<file path="src/rtl/parity_frame_rx.sv">
// parity_frame_rx: serial frame receiver with XOR parity check.
// Deserialises frames of start(0) / DATA_W data bits (LSB first) / parity /
// stop(1) from sdi, sampling only when bit_en=1, and flags parity and
// framing errors on the delivered word.
//
// Parameters:
//   DATA_W      data bits per frame (1..32)
//   ODD_PARITY  0 = even parity, 1 = odd parity
// Ports:
//   clk, rst_n  clock, asynchronous active-low reset
//   bit_en      per-bit sample strobe
//   sdi         serial data in (idle high)
//   err_clr     clears the sticky error flags (PARITY_RX_STICKY_ERR_EN only)
//   data_out    last received data word
//   data_valid  one-cycle pulse when data_out/flags update
//   parity_err  parity mismatch on the last frame (sticky with the macro)
//   frame_err   stop bit was 0 on the last frame (sticky with the macro)
//   busy        frame in progress
// Build option: define PARITY_RX_STICKY_ERR_EN for sticky error flags.
module parity_frame_rx #(
    parameter int unsigned DATA_W     = 8,
    parameter bit          ODD_PARITY = 1'b0
) (
    input  logic              clk,
    input  logic              rst_n,
    input  logic              bit_en,
    input  logic              sdi,
`ifdef PARITY_RX_STICKY_ERR_EN
    input  logic              err_clr,
`endif
    output logic [DATA_W-1:0] data_out,
    output logic              data_valid,
    output logic              parity_err,
    output logic              frame_err,
    output logic              busy
);

    localparam int unsigned CNT_W = $clog2(DATA_W + 1);

    typedef enum logic [1:0] {
        IDLE,
        DATA,
        PARITY,
        STOP
    } state_t;

    state_t              state;
    state_t              state_nxt;
    logic [CNT_W-1:0]    bit_cnt;
    logic [DATA_W-1:0]   shreg;
    logic                acc;
    logic                perr_lat;
    logic                last_bit;

    assign last_bit = (bit_cnt == CNT_W'(DATA_W - 1));
    assign busy     = (state != IDLE);

    always_ff @(posedge clk or negedge rst_n) begin
        if (!rst_n) begin
            state <= IDLE;
        end else begin
            state <= state_nxt;
        end
    end

    always_comb begin
        state_nxt = state;
        if (bit_en) begin
            case (state)
                IDLE:    if (!sdi) state_nxt = DATA;
                DATA:    if (last_bit) state_nxt = PARITY;
                PARITY:  state_nxt = STOP;
                STOP:    state_nxt = IDLE;
                default: state_nxt = IDLE;
            endcase
        end
    end

    always_ff @(posedge clk or negedge rst_n) begin
        if (!rst_n) begin
            bit_cnt    <= '0;
            shreg      <= '0;
            acc        <= 1'b0;
            perr_lat   <= 1'b0;
            data_out   <= '0;
            data_valid <= 1'b0;
            parity_err <= 1'b0;
            frame_err  <= 1'b0;
        end else begin
            data_valid <= 1'b0;
`ifdef PARITY_RX_STICKY_ERR_EN
            if (err_clr) begin
                parity_err <= 1'b0;
                frame_err  <= 1'b0;
            end
`endif
            if (bit_en) begin
                case (state)
                    IDLE: begin
                        if (!sdi) begin
                            bit_cnt <= '0;
                            acc     <= ODD_PARITY;
                        end
                    end
                    DATA: begin
                        // bit k of the frame lands directly in position k
                        for (int unsigned i = 0; i < DATA_W; i++) begin
                            if (bit_cnt == CNT_W'(i)) shreg[i] <= sdi;
                        end
                        acc     <= acc ^ sdi;
                        bit_cnt <= bit_cnt + CNT_W'(1);
                    end
                    PARITY: begin
                        perr_lat <= acc ^ sdi;
                    end
                    STOP: begin
                        data_out   <= shreg;
                        data_valid <= 1'b1;
`ifdef PARITY_RX_STICKY_ERR_EN
                        // a new error overrides a simultaneous err_clr
                        parity_err <= perr_lat | (parity_err & ~err_clr);
                        frame_err  <= ~sdi | (frame_err & ~err_clr);
`else
                        parity_err <= perr_lat;
                        frame_err  <= ~sdi;
`endif
                    end
                    default: ;
                endcase
            end
        end
    end

endmodule

</file>
<file path="config.mk">
export PLATFORM = sky130hd
export DESIGN_NAME = parity_frame_rx
export DESIGN_NICKNAME = d
export VERILOG_FILES = /design/src/rtl/parity_frame_rx.sv
export SDC_FILE = /design/constraint.sdc
export NUM_CORES = 1
export LEC_CHECK = 0
export BUFFER_PORTS_ARGS = -buffer_cell sky130_fd_sc_hd__buf_2
export CAP_MARGIN = 20
export CORE_ASPECT_RATIO = 0.8
export CORE_MARGIN = 5
export CORE_UTILIZATION = 25
export CTS_CLUSTER_SIZE = 40
export DETAILED_ROUTE_END_ITERATION = 8
export MAX_ROUTING_LAYER = met4
export PLACE_DENSITY = 0.37
export SYNTH_ARGS = -nofsm -noshare
export SYNTH_HDL_FRONTEND = slang
export SYNTH_SLANG_ARGS = --single-unit
</file>
<file path="constraint.sdc">
create_clock -name clk -period 2.4 [get_ports clk]
set_input_delay 0.72 -clock clk [delete_from_list [all_inputs] [get_ports clk]]
set_output_delay 0.72 -clock clk [all_outputs]
set_load 0.01 [all_outputs]
</file>
==> results.cfg <==
[placement]
place_congestion = 0.787
dp_hpwl_um = 1850
port_buffers = 15

[timing]
setup_viol = 0
hold_violations = 0
skew_ps = 3.24
worstMarginPinSlew_ps = 612
drv_slew = 0
timing.slew.headroom = 0.592
layout_min_cycle_time_ps = 2110
fin_hold_ws_ps = 441
rsz0062_at_grt = no
max_freq_mhz = 474
min_period_over_period = 0.880
tns_ps = 0

[yosys]
synth-edff-count = 0
ys_warn_count = 0
yosys.cell_types.count = 29
yosysTopAreaCell = dfrtp_1
synthTopCellsByArea = dfrtp_1 (50%), mux2_2 (12%), ha_1 (7.4%), nand2_1 (5.3%), mux2_4 (4.5%)
seq_area_frac_synth = 0.501
ys_ff_latch = 27
netlist_area_mm2 = 0.00135
synth_area_per_cell_um2 = 11.7
syn_nets = 127
synthArstFlopShare = 1.00
synthCells = 115
synth_top_area_frac = 0.501
dominantRegCellSynth = dfrtp_1

[power_and_ir_drop]
power_leakage_nw = 0.728
vdd_drop_max_uv = 287
power_mw = 1.75
p_per_area_mw_per_mm2 = 1160

[worst_setup_path]
cp_common_cell = inv_1
worstPathArrival_ps = 1390
cpMaxStageDelayCell = dfrtp_1
critical_path_buf_inv_count = 3
path_class = flip-flop to output pin
max_stage_delay_ps = 430
path_delay_family = flip-flops
startpoint_type = flip-flop
cp.required_ps = 1680
crit_fanout = 8
path_cells = inv_1, ha_1, inv_1, buf_2
crit_path_end_kind = output pin

[route]
drt_iter0_markers = 19
ant_nets = 0
vias = 866
drt_wl_total_um = 2620
wl_per_cell_um = 13.9
route.detailed.drc = 0
drt-pass1-iter-count = 4
viasPerCell = 4.58

[global_routing]
antenna_found_initial = 0
grt_first_pass_wirelength_um = 4600
grt_pass1_vias = 933
grt_max_degree = 28
grt.total_usage = 0.0886
grt-ovfl-total = 0

[final_layout]
final_common_cell = dfrtp_1
final_core_util = 0.295
diodes = 0
final_cell_mix = dfrtp_1 (27), nand2_1 (19), buf_2 (15), mux2_2 (14), ha_1 (8)
finalNetCount = 140
syn_to_final_growth_pct = 12.0
layout-drive-gt1-share = 0.315

[die]
ioPinCount = 16
initial_core_util = 0.263
num_rows = 23
fp.dieW_um = 92.1
core_mm2 = 0.00512
fp.dieArea_mm2 = 0.00697
die_y_um = 75.7

[clock_tree]
cts_sinks = 27
clkSlewWorstSetupHoldPaths_ps = 100
cts_max_path_buffers = 2
holdBufCountCts = 0
htreeDepth = 1
clock-root-buffer = clkbuf_8
post_cts_resized = 0
postCtsSetupBuffers = 0
cts_buffers = 3
clk_latency_ps = 280
cts_tree = built

[status]
outcome = finished clean

[job]
max_cap_viol_count = 0

[hold_path]
hp-class = primary input to async pin
## cell families (layout without fill, tap and decap cells)
family / count (synthesis) / in the layout / synth area share
XOR/XNOR: 1 / 1 / 0.00650
AO/OA/AOI/OAI: 17 / 17 / 0.0863
buffers and inverters: 14 / 26 / 0.0511
flip-flops: 27 / 27 / 0.501
multiplexers: 19 / 19 / 0.169
AND/OR/NAND/NOR: 29 / 29 / 0.111
adder cells (fa/ha/maj): 8 / 8 / 0.0743
## power breakdown
part           internal [mW]  switching (mW)
registers              0.643           0.145
clock network          0.118           0.150
logic                  0.337           0.357
## worst reg2reg max path, delay by kind of cell, from the launching register on
family,cells,cell delay [ps]
and+or+nand+nor,2,550
adders and majority gates,1,450
DFF,1,420
muxes,1,300
buffers and inverters,2,200
## stage by stage
stage                     setup slack, ps  cells  instance area (um2)
after global placement                410    185                 1460
after global routing                  146    189                 1510
final                                 288    189                 1510
after floorplan                       751    115                 1350
after CTS                             255    189                 1510
after detailed placement              394    185                 1460
## cells in the mapped netlist, types with 2 or more instances
cell / count
dfrtp_1: 27
nand2_1: 19
mux2_2: 14
ha_1: 8
inv_1: 6
mux2_4: 4
o21ai_0: 4
a21oi_1: 3
a31oi_1: 3
clkbuf_1: 3
nor2_1: 3
a21boi_0: 2
buf_2: 2
nand3_1: 2
## sequential cells by signal, indices dropped and copies added, names as in the netlist
signal and count:
bit_cnt 4, shreg 8, data_out 8, data_valid 1, perr_lat 1, acc 1, parity_err 1, state 2
frame_err 1
## final cells by class
class	instances	area, um2
clock buffers	3	41.3
clock inverters	1	7.51
fillers	545	3610
inverters	7	28.8
multi-input cells	74	603
flip-flops and latches	27	676
well taps	62	77.6
repair buffers	15	75.1
## routing by layer
layer	GRT usage	vias to the layer above	share of wire
li1	-	417	-
met1	0.106	428	0.50
met2	0.146	16	0.43
met3	0.0296	5	0.055
met4	0.0247	0	0.012
met5	-	-	0
## worst paths after layout
check / startpoint / end / cells after the start / slack (ps)
setup / recovery: state[0]$_DFFE_PN0P_ / busy / 4 / 290
hold / removal: rst_n / shreg[4]$_DFFE_PN0P_ / 1 / 440
setup reg to reg: state[1]$_DFFE_PN0P_ / shreg[1]$_DFFE_PN0P_ / 6 / 390
hold reg to reg: frame_err$_DFFE_PN0P_ / frame_err$_DFFE_PN0P_ / 2 / 480
min in group clk: frame_err$_DFFE_PN0P_ / frame_err$_DFFE_PN0P_ / 2 / 480
max in group asynchronous: rst_n / data_out[3]$_DFFE_PN0P_ / 1 / 1550
Note: power is estimated with default switching activity, not from simulation.
